===== config.mk =====
export PLATFORM = sky130hd
export DESIGN_NAME = serial_subtractor_n_flat
export DESIGN_NICKNAME = d
export VERILOG_FILES = /design/src/rtl/serial_subtractor_n_if.sv /design/src/rtl/serial_subtractor_n.sv /design/src/flat_wrapper.sv
export SDC_FILE = /design/constraint.sdc
export NUM_CORES = 1
export LEC_CHECK = 0
export ABC_AREA = 1
export CORE_AREA = 2 2 68 70
export DETAILED_ROUTE_END_ITERATION = 10
export DIE_AREA = 0 0 70 72
export PLACE_DENSITY = 0.74
export SYNTH_ARGS = -nofsm -noshare
export SYNTH_HDL_FRONTEND = slang
export SYNTH_SLANG_ARGS = --single-unit

===== constraint.sdc =====
create_clock -name clk -period 1.5 [get_ports clk]
set_clock_uncertainty 0.2 [all_clocks]
set_input_delay 0.225 -clock clk [delete_from_list [all_inputs] [get_ports clk]]
set_output_delay 0.225 -clock clk [all_outputs]
set_load 0.01 [all_outputs]

===== src/rtl/serial_subtractor_n_if.sv =====
// Operand/result handshake bundle for the bit-serial subtractor.
// master = operand source / result sink, slave = the subtractor itself.
interface serial_subtractor_n_if #(
  parameter int N = 8
);
  logic         in_valid;
  logic         in_ready;
  logic [N-1:0] a;
  logic [N-1:0] b;
  logic         bin;
  logic         out_valid;
  logic         out_ready;
  logic [N-1:0] diff;
  logic         bout;
  logic         ovf;
  logic         busy;

  modport master (
    output in_valid, a, b, bin, out_ready,
    input  in_ready, out_valid, diff, bout, ovf, busy
  );

  modport slave (
    input  in_valid, a, b, bin, out_ready,
    output in_ready, out_valid, diff, bout, ovf, busy
  );
endinterface


===== src/rtl/serial_subtractor_n.sv =====
// Bit-serial N-bit subtractor: A - B - Bin, LSB first, one full-subtractor
// cell and a borrow flop; N RUN cycles per operation.
module serial_subtractor_n #(
  parameter int N = 8
) (
  input logic                  clk,
  input logic                  rst_n,
  serial_subtractor_n_if.slave bus
);
  localparam int              CW       = (N > 1) ? $clog2(N) : 1;
  localparam logic [CW-1:0]   CNT_LAST = CW'(N - 1);

  localparam logic [1:0] S_IDLE = 2'd0;
  localparam logic [1:0] S_RUN  = 2'd1;
  localparam logic [1:0] S_DONE = 2'd2;

  logic [1:0]    state_q, state_d;
  logic [N-1:0]  sa_q, sa_d;
  logic [N-1:0]  sb_q, sb_d;
  logic [N-1:0]  res_q, res_d;
  logic          br_q, br_d;
  logic [CW-1:0] cnt_q, cnt_d;
  logic          sa_msb_q, sa_msb_d;
  logic          sb_msb_q, sb_msb_d;
  logic [N-1:0]  diff_q, diff_d;
  logic          bout_q, bout_d;
  logic          ovf_q, ovf_d;

  logic          x, y, r, d, brw;
  logic [N-1:0]  res_shift;

  // Full-subtractor cell on the current LSBs
  always_comb begin
    x         = sa_q[0];
    y         = sb_q[0];
    r         = br_q;
    d         = x ^ y ^ r;
    brw       = (~x & y) | (~x & r) | (y & r);
    res_shift = res_q >> 1;
    res_shift[N-1] = d;
  end

  always_comb begin
    state_d  = state_q;
    sa_d     = sa_q;
    sb_d     = sb_q;
    res_d    = res_q;
    br_d     = br_q;
    cnt_d    = cnt_q;
    sa_msb_d = sa_msb_q;
    sb_msb_d = sb_msb_q;
    diff_d   = diff_q;
    bout_d   = bout_q;
    ovf_d    = ovf_q;
    case (state_q)
      S_IDLE: begin
        if (bus.in_valid) begin
          sa_d     = bus.a;
          sb_d     = bus.b;
          br_d     = bus.bin;
          cnt_d    = '0;
          sa_msb_d = bus.a[N-1];
          sb_msb_d = bus.b[N-1];
          state_d  = S_RUN;
        end
      end
      S_RUN: begin
        sa_d  = sa_q >> 1;
        sb_d  = sb_q >> 1;
        res_d = res_shift;
        br_d  = brw;
        if (cnt_q == CNT_LAST) begin
          // Results are captured separately so they survive the next operation
          diff_d  = res_shift;
          bout_d  = brw;
          ovf_d   = (sa_msb_q != sb_msb_q) && (d != sa_msb_q);
          state_d = S_DONE;
        end else begin
          cnt_d = cnt_q + CW'(1);
        end
      end
      S_DONE: begin
        if (bus.out_ready) state_d = S_IDLE;
      end
      default: state_d = S_IDLE;
    endcase
  end

  always_ff @(posedge clk) begin
    if (!rst_n) begin
      state_q  <= S_IDLE;
      sa_q     <= '0;
      sb_q     <= '0;
      res_q    <= '0;
      br_q     <= 1'b0;
      cnt_q    <= '0;
      sa_msb_q <= 1'b0;
      sb_msb_q <= 1'b0;
      diff_q   <= '0;
      bout_q   <= 1'b0;
      ovf_q    <= 1'b0;
    end else begin
      state_q  <= state_d;
      sa_q     <= sa_d;
      sb_q     <= sb_d;
      res_q    <= res_d;
      br_q     <= br_d;
      cnt_q    <= cnt_d;
      sa_msb_q <= sa_msb_d;
      sb_msb_q <= sb_msb_d;
      diff_q   <= diff_d;
      bout_q   <= bout_d;
      ovf_q    <= ovf_d;
    end
  end

  assign bus.in_ready  = (state_q == S_IDLE);
  assign bus.out_valid = (state_q == S_DONE);
  assign bus.busy      = (state_q == S_RUN);
  assign bus.diff      = diff_q;
  assign bus.bout      = bout_q;
  assign bus.ovf       = ovf_q;
endmodule


===== src/flat_wrapper.sv =====
// flat-port wrapper written by rule: the top's interface ports become plain ports
module serial_subtractor_n_flat 
#(
  parameter int N = 8
)
  (clk, rst_n, bus_in_valid, bus_a, bus_b, bus_bin, bus_out_ready, bus_in_ready, bus_out_valid, bus_diff, bus_bout, bus_ovf, bus_busy);
  serial_subtractor_n_if #(.N(N)) bus_i ();
  input logic clk;
  input logic rst_n;
  input wire logic [$bits(bus_i.in_valid)-1:0] bus_in_valid;
  input wire logic [$bits(bus_i.a)-1:0] bus_a;
  input wire logic [$bits(bus_i.b)-1:0] bus_b;
  input wire logic [$bits(bus_i.bin)-1:0] bus_bin;
  input wire logic [$bits(bus_i.out_ready)-1:0] bus_out_ready;
  output wire logic [$bits(bus_i.in_ready)-1:0] bus_in_ready;
  output wire logic [$bits(bus_i.out_valid)-1:0] bus_out_valid;
  output wire logic [$bits(bus_i.diff)-1:0] bus_diff;
  output wire logic [$bits(bus_i.bout)-1:0] bus_bout;
  output wire logic [$bits(bus_i.ovf)-1:0] bus_ovf;
  output wire logic [$bits(bus_i.busy)-1:0] bus_busy;
  assign bus_i.in_valid = bus_in_valid;
  assign bus_i.a = bus_a;
  assign bus_i.b = bus_b;
  assign bus_i.bin = bus_bin;
  assign bus_i.out_ready = bus_out_ready;
  assign bus_in_ready = bus_i.in_ready;
  assign bus_out_valid = bus_i.out_valid;
  assign bus_diff = bus_i.diff;
  assign bus_bout = bus_i.bout;
  assign bus_ovf = bus_i.ovf;
  assign bus_busy = bus_i.busy;
  serial_subtractor_n #(.N(N)) u_core (.clk(clk), .rst_n(rst_n), .bus(bus_i));
endmodule

Word-level counts from Yosys, hierarchy flattened. Index checks and enable logic that the tools add are counted.

Bits in writable memories: 0. Latch bits: 0. Flip-flop bits (word level): 42. Bits of input ports: 21. Memories: 0. Bits in read-only memories: 0. Output and inout port bits: 13.

$lt $le $gt $ge: 0. Shift operators: 0. Bitwise gates (word level): 8. Add/sub/neg operators: 1. Equality and inequality tests: 9. Div/mod/pow operators: 0. Multiply operators: 0. Muxes and demuxes: 13. Reductions and logical operators: 8.

Operators with widths (count): $pmux 8 s2 (2); $mux 8 (2); $mux 2 (3); $mux 3 (2); $ne 2x2->1 const B (3); $pmux 2 s3 (1); $pmux 3 s2 (1); $reduce_and 2->1 (3); $reduce_and 3->1 (2); $add 3x1->3 const B (1); $and 1x1->1 (3); $eq 3x3->1 const B (1); $eq 2x1->1 const B (1); $eq 2x2->1 const B (1); $logic_not 2->1 (1); $ne 1x1->1 (2); $ne 2x1->1 const B (1); $or 1x1->1 (2); $pmux 1 s2 (1); $reduce_bool 2->1 (1); $xor 1x1->1 (2); $logic_and 1x1->1 (1); $mux 1 (1); $not 1->1 (1).

Logic depth before layout (Yosys ltp). Gate-level depths: netlist (run 1).

Depth after elaboration: 5. Depth in mapped cells: 8. Gate-level depth less buffers: 7.

Worst setup path before layout (run 1). No wires, ideal clock.

Path type: register to register. Start point: reg u_core.br_q. End point: reg u_core.ovf_q (netlist: u_core.bus.ovf). Stages on the path, launching flop included: 7. Required time: 1.191 ns. Slack: 0.071 ns. Arrival: 1.120 ns. Clock period less this slack: 1.429 ns. Cell sequence: dfxtp_1 -> fa_1 -> inv_1 -> nand2_1 -> nand3_1 -> nand2_1 -> inv_1.

Cells in the longest elaborated chain, start to end: 3.

Ends and longest elaborated chain: start, declared (RTL line serial_subtractor_n.sv:21) `logic br_q, br_d;`; start signal, assigned (RTL line serial_subtractor_n.sv:107) `br_q <= br_d;`; $xor 1x1->1 (RTL line serial_subtractor_n.sv:37) `d = x ^ y ^ r;`; $ne 1x1->1 (RTL line serial_subtractor_n.sv:76) `ovf_d = (sa_msb_q != sb_msb_q) && (d != sa_msb_q);`; $logic_and 1x1->1 (RTL line serial_subtractor_n.sv:76); end signal, assigned (RTL line serial_subtractor_n.sv:113) `ovf_q <= ovf_d;`; end, declared (RTL line serial_subtractor_n.sv:27) `logic ovf_q, ovf_d;`.

No other way between the ends. A chain may end at the register's enable or synchronous reset.

Worst setup path after layout (run 1). Ends and elaborated chain as after synthesis.

==> summary.txt, run 1 <==
Place
  • HPWL after DPL: 2720 um
  • Placed inst area: 2400 um^2
  • Place WS: -95.2 ps
  • Number of I/O port buffers: 33
  • Placer Congestion: 0.806
  • Placed Cells: 372

Timing
  • Fmax: 0.668 GHz
  • RSZ-0062 raised after global routing: true
  • Final setup viols: 0
  • Final Hold Vio Count: 0
  • Fin crit share: 0.998
  • Min cycle time layout: 1500 ps
  • Hold slack: 259 ps
  • Max Transition Viols Final: 0
  • Slew @ Worst Pin: 248 ps
  • Setup slack after layout: 3.71 ps
  • Rel. slew slack: 0.835

Final layout
  • Nets: 351
  • Fill count: 412
  • Util after Layout: 0.593
  • Finished Layout Cells: 380
  • Post-route cell area: 2530 um^2
  • Share of post-route cells with drive strength above 1: 0.174
  • Commonest non-fill, non-tap cells in the layout: nand2_1, nor2_1, dfxtp_1
  • Commonest non-fill, non-tap cell in the layout: nand2_1
  • Ant. Diodes: 0
  • Multi-input gate area: 945 um^2
  • Register Area: 827 um^2
  • Layout area overhead: 28.3%

Routing
  • DRT Pass-1 Iters: 4
  • Post-Route WL: 3870 um
  • Per-cell routed wire length: 10.2 um
  • Detailed-route via count: 1,716
  • Vias per cell: 4.52
  • DR DRC count: 0
  • Final ANT Viol Nets: 0
  • DRT iter0 DRCs: 115

Yosys
  • Mux share of post-synthesis cell area: 0
  • Largest family of logic cells by synthesized area: simple AND/OR/NAND/NOR gates
  • Cells after synthesis: 284
  • Synth top area cells: dfxtp_1, nand2_1, nor2_1
  • Warnings, synthesis: 0
  • Register area share after synthesis: 0.417
  • #FFs+latches synth: 41
  • Simple-gate share of the synthesized area: 0.373
  • Syn Nets: 308
  • Mapped Avg Cell Area: 6.94 um^2
  • Compound-cell area share of the yosys netlist: 0.0730
  • Synth unique cells: 24
  • Mapped cell area: 1970 um^2
  • Fraction of the mapped netlist area in adder cells: 0.0229
  • Post-synth top area share: 0.417
  • Post-Synth XOR/XNOR Area: 0
  • Post-synth top area cell: dfxtp_1

Floorplanning
  • Boundary pin count: 34
  • Core Area: 4260 um^2
  • Row cnt: 24
  • Initial Util: 0.462
  • Width of the die: 70 um
  • Die area: 5040 um^2
  • Die Y: 72 um

Clock network
  • Clock transition at path regs: 80 ps
  • H-tree depth: 2
  • Post-CTS Setup Bufs: 0
  • CTS tree: done
  • CTS Buf Count: 5
  • Max clock buf depth: 2
  • Hold buffers post-CTS: 0
  • CTS sink cnt: 41
  • Worst-Skew Late Latency: 300 ps
  • Clock root buffer: clkbuf_8

GRT
  • Vias in the first global route: 1,583
  • Largest net degree at the start of global routing: 33
  • Initial antenna violation count: 0
  • First-pass GRT wire length: 6660 um
  • GRT overflow: 0
  • GRT Util Overall: 0.163

Pwr
  • P_leak: 1.17 nW
  • Max VDD drop: 577 uV
  • Pwr Density: 992 nW/um^2

Setup path
  • Slowest CP cell: fa_1
  • Critical path startpoint category: flop
  • CP required: 1500 ps
  • WS Path Type: reg -> reg
  • Crit path cell chain: fa_1, inv_1, nand2_1, nand3_1, nand2_1, inv_1
  • Worst Path Buf+Inv: 2
  • CP max FO: 3
  • CP delay by family, top: adder cells
  • Largest stage delay, worst path: 580 ps
  • Crit. End Element: flop
  • Critical path arrival: 1490 ps

Run status
  • Status: completed

Run
  • MaxCap Viol Count: 0

Hold path
  • HP Class: reg -> reg
-- what timing repair did --
| action | CTS | global route |
|---|---|---|
| setup endpoints to repair | 24 | 16 |
| hold endpoints to repair | 0 | 0 |
| gates resized for setup | 24 | 8 |
| pin swaps | 1 | 1 |
-- worst reg2reg max path, stage by stage, from the launching register on --
cell,delay [ps]
dfxtp_2,330
fa_1,580
inv_1,70
nand2_1,60
nand3_1,70
nand2_1,60
inv_1,30
-- sequential cells by signal, summed over array words and instances, names as in the netlist --
| name | cells |
|---|---|
| u_core.br_q | 1 |
| u_core.bus.diff | 8 |
| u_core.sb_q | 8 |
| u_core.state_q | 2 |
| u_core.res_q | 7 |
| u_core.bus.bout | 1 |
| u_core.sa_q | 8 |
| u_core.cnt_q | 3 |
| u_core.sa_msb_q | 1 |
| u_core.bus.ovf | 1 |
| u_core.sb_msb_q | 1 |
-- Yosys cell counts (all sizes together) --
cell type  instances
fa                 1
nand3             10
o21ai              8
inv               30
dfxtp             41
a21oi             17
ha                 2
buf               13
nor2              54
nand2            108
-- stage by stage --
step / setup TNS [ps] / power [mW]
after detailed placement: -1510 / 1.60
final: 0 / 2.51
after CTS: -68.5 / 2.53
after global routing: -94.1 / 2.63
after global placement: -1240 / 1.60
after floorplan: 0 / 1.48
-- metal layers --
metal  global-route usage  wire length [um]  part of all wire  vias up
li1                     -                 -                 -      935
met1                0.199              1850              0.48      737
met2                0.273              1760              0.45       36
met3               0.0431               186             0.048        8
met4               0.0726                75             0.019        0
met5                    0                 0                 0        -
-- area by class of cell --
class / instances / share of cell area
clock buffer: 6 / 0.0327
clock inverter: 2 / 0.0148
inverter: 30 / 0.0475
multi-input combinational: 200 / 0.374
sequential: 41 / 0.327
tap: 52 / 0.0257
timing repair buffer: 49 / 0.179
-- worst paths after layout --
check | to | from | slack (ps) | depth (start not counted)
hold reg to reg | u_core.bus.diff[0]$_SDFFE_PN0P_ | u_core.bus.diff[0]$_SDFFE_PN0P_ | 260 | 2
hold / removal | u_core.bus.diff[0]$_SDFFE_PN0P_ | u_core.bus.diff[0]$_SDFFE_PN0P_ | 260 | 2
setup / recovery | u_core.bus.ovf$_SDFFE_PN0P_ | u_core.br_q$_SDFFE_PN0P_ | 4 | 6
setup reg to reg | u_core.bus.ovf$_SDFFE_PN0P_ | u_core.br_q$_SDFFE_PN0P_ | 4 | 6
-- report_power, final --
group          internal (mW)  switching [mW]  leakage (nW)
Combinational          0.179           0.207         0.777
Sequential              1.15          0.0390         0.338
Clock                  0.541           0.391        0.0574
-- kinds of logic after synthesis --
| kind of cell | count (synthesis) |
|---|---|
| DFF | 41 |
| adders and majority gates | 3 |
| AOI/OAI and AO/OA | 25 |
| and+or+nand+nor | 172 |
| buffers and inverters | 43 |
(Power assumes the default switching activity.)
==> run 2, diff against run 1 <==
==> constraint.sdc (replaced) <==
create_clock -name clk -period 1.5 [get_ports clk]
set_clock_uncertainty 0.2 [all_clocks]
set_input_delay 0.3 -clock clk [delete_from_list [all_inputs] [get_ports clk]]
set_output_delay 0.3 -clock clk [all_outputs]
set_load 0.01 [all_outputs]
==> run 2 against run 1 <==
Net effect: via count grew 0.87%; critical path depth is 1 higher; the run now ends with setup timing left; highest routed layer unchanged; sequential share of layout area is 0.27 points lower; core utilization up 0.76 points; critical endpoint unchanged; worst setup slack worse by 9.5 ps.
==> summary.txt, run 2 (synthesis gave the netlist of run 1 again) <==
Run status
  • Status: finished with violations (was completed)
  • Failing checks: setup timing

GRT
  • First-pass GRT wire length: 6800 um (was 6660 um)
  • GRT Util Overall: 0.169 (was 0.163)
  • GRT overflow: 0 (unchanged)
  • Vias in the first global route: 1,532 (was 1,583)
  • Initial antenna violation count: 0 (unchanged)
  • Largest net degree at the start of global routing: 33 (unchanged)

Setup path
  • Worst reg2reg startpoint: u_core.sa_q[0]$_SDFFE_PN0P_ (was u_core.br_q$_SDFFE_PN0P_)
  • Reg-to-reg slack, setup: -6 ps (was 4 ps)
  • Crit. End Element: flop (unchanged)
  • WS Path Type: reg -> reg (unchanged)
  • CP required: 1500 ps (about the same)
  • Critical path arrival: 1510 ps (was 1490 ps)
  • Worst r2r dst: u_core.bus.ovf$_SDFFE_PN0P_ (unchanged)
  • Critical path startpoint category: flop (unchanged)
  • CP max FO: 3 (unchanged)
  • Critical Path End: u_core.bus.ovf$_SDFFE_PN0P_ (unchanged)
  • Worst setup path start: u_core.sa_q[0]$_SDFFE_PN0P_ (was u_core.br_q$_SDFFE_PN0P_)
  • R2R cell count: 7 (was 6)

Timing
  • Slew @ Worst Pin: 242 ps (was 248 ps)
  • Rel. slew slack: 0.839 (was 0.835)
  • Fmax: 0.664 GHz (was 0.668 GHz)
  • Setup TNS: -5.81 ps (was 0 ps)
  • RSZ-0062 raised after global routing: true (unchanged)
  • Setup slack after layout: -5.81 ps (was 3.71 ps)
  • Max Transition Viols Final: 0 (unchanged)
  • Final Hold Vio Count: 0 (unchanged)
  • Fin crit share: 1.00 (was 0.998)
  • Final setup viols: 1 (was 0)
  • Min cycle time layout: 1510 ps (was 1500 ps)

Pwr
  • Sw Pwr: 652 uW (was 637 uW)
  • Sequential Power Share: 0.478 (was 0.474)
  • Sw Ratio: 0.262 (was 0.254)
  • Max VDD drop: 532 uV (was 577 uV)
  • Internal: 1.84 mW (was 1.87 mW)
  • Clock network power share: 0.360 (was 0.372)
  • P_leak: 1.18 nW (was 1.17 nW)
  • Pwr Density: 972 nW/um^2 (was 992 nW/um^2)
  • Combinational power share: 0.162 (was 0.154)

Place
  • Placer Congestion: 0.812 (was 0.806)
  • HPWL after DPL: 2710 um (was 2720 um)
  • Number of I/O port buffers: 33 (unchanged)
  • Placed Cells: 373 (was 372)

Clock network
  • Worst-Skew Late Latency: 290 ps (was 300 ps)
  • CTS Buf Count: 5 (unchanged)
  • CTS sink cnt: 41 (unchanged)
  • Clock root buffer: clkbuf_8 (unchanged)
  • CTS tree: done (unchanged)
  • Max clock buf depth: 2 (unchanged)
  • Clock transition at path regs: 80 ps (about the same)
  • H-tree depth: 2 (unchanged)

Final layout
  • Commonest non-fill, non-tap cell in the layout: nand2_1 (unchanged)
  • Share of post-route cells with drive strength above 1: 0.194 (was 0.174)
  • Ant. Diodes: 0 (unchanged)
  • Nets: 353 (was 351)
  • Multi-input gate area: 956 um^2 (was 945 um^2)
  • Commonest non-fill, non-tap cells in the layout: nand2_1, nor2_1, dfxtp_1 (unchanged)
  • Util after Layout: 0.601 (was 0.593)
  • Finished Layout Cells: 382 (was 380)
  • Layout area overhead: 30.0% (was 28.3%)
  • Register Area: 831 um^2 (was 827 um^2)
  • Fill count: 408 (was 412)

Hold path
  • HP Class: reg -> reg (unchanged)

Routing
  • Per-cell routed wire length: 10.3 um (was 10.2 um)
  • Vias per cell: 4.53 (was 4.52)
  • Post-Route WL: 3920 um (was 3870 um)
  • Final ANT Viol Nets: 0 (unchanged)
  • DRT iter0 DRCs: 60 (was 115)
  • DRT Pass-1 Iters: 4 (unchanged)
  • Detailed-route via count: 1,731 (was 1,716)
  • DR DRC count: 0 (unchanged)

Floorplanning
  • Initial Util: 0.462 (unchanged)
  • Core Area: 4260 um^2 (unchanged)
  • Boundary pin count: 34 (unchanged)
  • Row cnt: 24 (unchanged)
  • Die Y: 72 um (unchanged)
  • Width of the die: 70 um (unchanged)
  • Die area: 5040 um^2 (unchanged)

Run
  • MaxCap Viol Count: 0 (unchanged)
[run 2: area by class of cell]
cell class,count,share of cell area
Clock inverter,3,0.0181
Clock buffer,5,0.0269
Timing Repair Buffer,50,0.183
Multi-Input combinational cell,200,0.373
Tap cell,52,0.0254
Inverter,30,0.0469
Sequential cell,41,0.324
Timing Repair inverter,1,0.00195
[run 2: worst min-delay path by stage]
stage	slack [ps]	endpoint	cells past startpoint	startpoint
after CTS	260	u_core.bus.diff[0]$_SDFFE_PN0P_	2	u_core.bus.diff[0]$_SDFFE_PN0P_
after global placement	250	u_core.sb_msb_q$_SDFFE_PN0P_	2	u_core.sb_msb_q$_SDFFE_PN0P_
after floorplan	240	u_core.bus.diff[0]$_SDFFE_PN0P_	2	u_core.res_q[1]$_SDFFE_PN0P_
after global routing	280	u_core.bus.diff[1]$_SDFFE_PN0P_	2	u_core.bus.diff[1]$_SDFFE_PN0P_
after detailed placement	250	u_core.bus.diff[0]$_SDFFE_PN0P_	2	u_core.bus.diff[0]$_SDFFE_PN0P_
final	260	u_core.bus.diff[0]$_SDFFE_PN0P_	2	u_core.bus.diff[0]$_SDFFE_PN0P_
[run 2: worst max-delay path, cell delays in order (launching register included)]
cell,delay [ps]
dfxtp_2,330
inv_2,40
fa_2,590
inv_2,50
nand2_2,60
nand3_2,50
nand2_1,60
inv_1,30
[run 2: per-stage QoR]
step	area, um^2	worst slack (ps)	hold WS (ps)	power (mW)
after detailed placement	2410	-180	252	1.61
after floorplan	1970	70.9	240	1.48
after CTS	2510	-18.9	262	2.50
final	2560	-5.81	261	2.49
after global placement	2410	-167	248	1.60
after global routing	2560	-69.4	277	2.62
[run 2: power by group through the flow]
stage | clock [mW] | sequential (mW) | combinational (mW)
after floorplan | 0 | 1.20 | 0.276
after global placement | 0 | 1.21 | 0.385
after detailed placement | 0 | 1.21 | 0.393
after CTS | 0.913 | 1.19 | 0.395
after global routing | 0.966 | 1.20 | 0.454
final | 0.896 | 1.19 | 0.402
[run 2: timing repair]
item	4_1_cts	5_1_grt
buffers inserted	0	1
setup endpoints to repair	15	14
gates resized for setup	29	15
gates cloned	0	1
pin swaps	1	5
hold endpoints to repair	0	0
hold buffers	0	0
[run 2: per-layer routing]
metal  part of all wire  global-route usage
met5                  0                   0
met1               0.47               0.211
met2               0.46               0.277
met4              0.023              0.0748
met3              0.047              0.0431
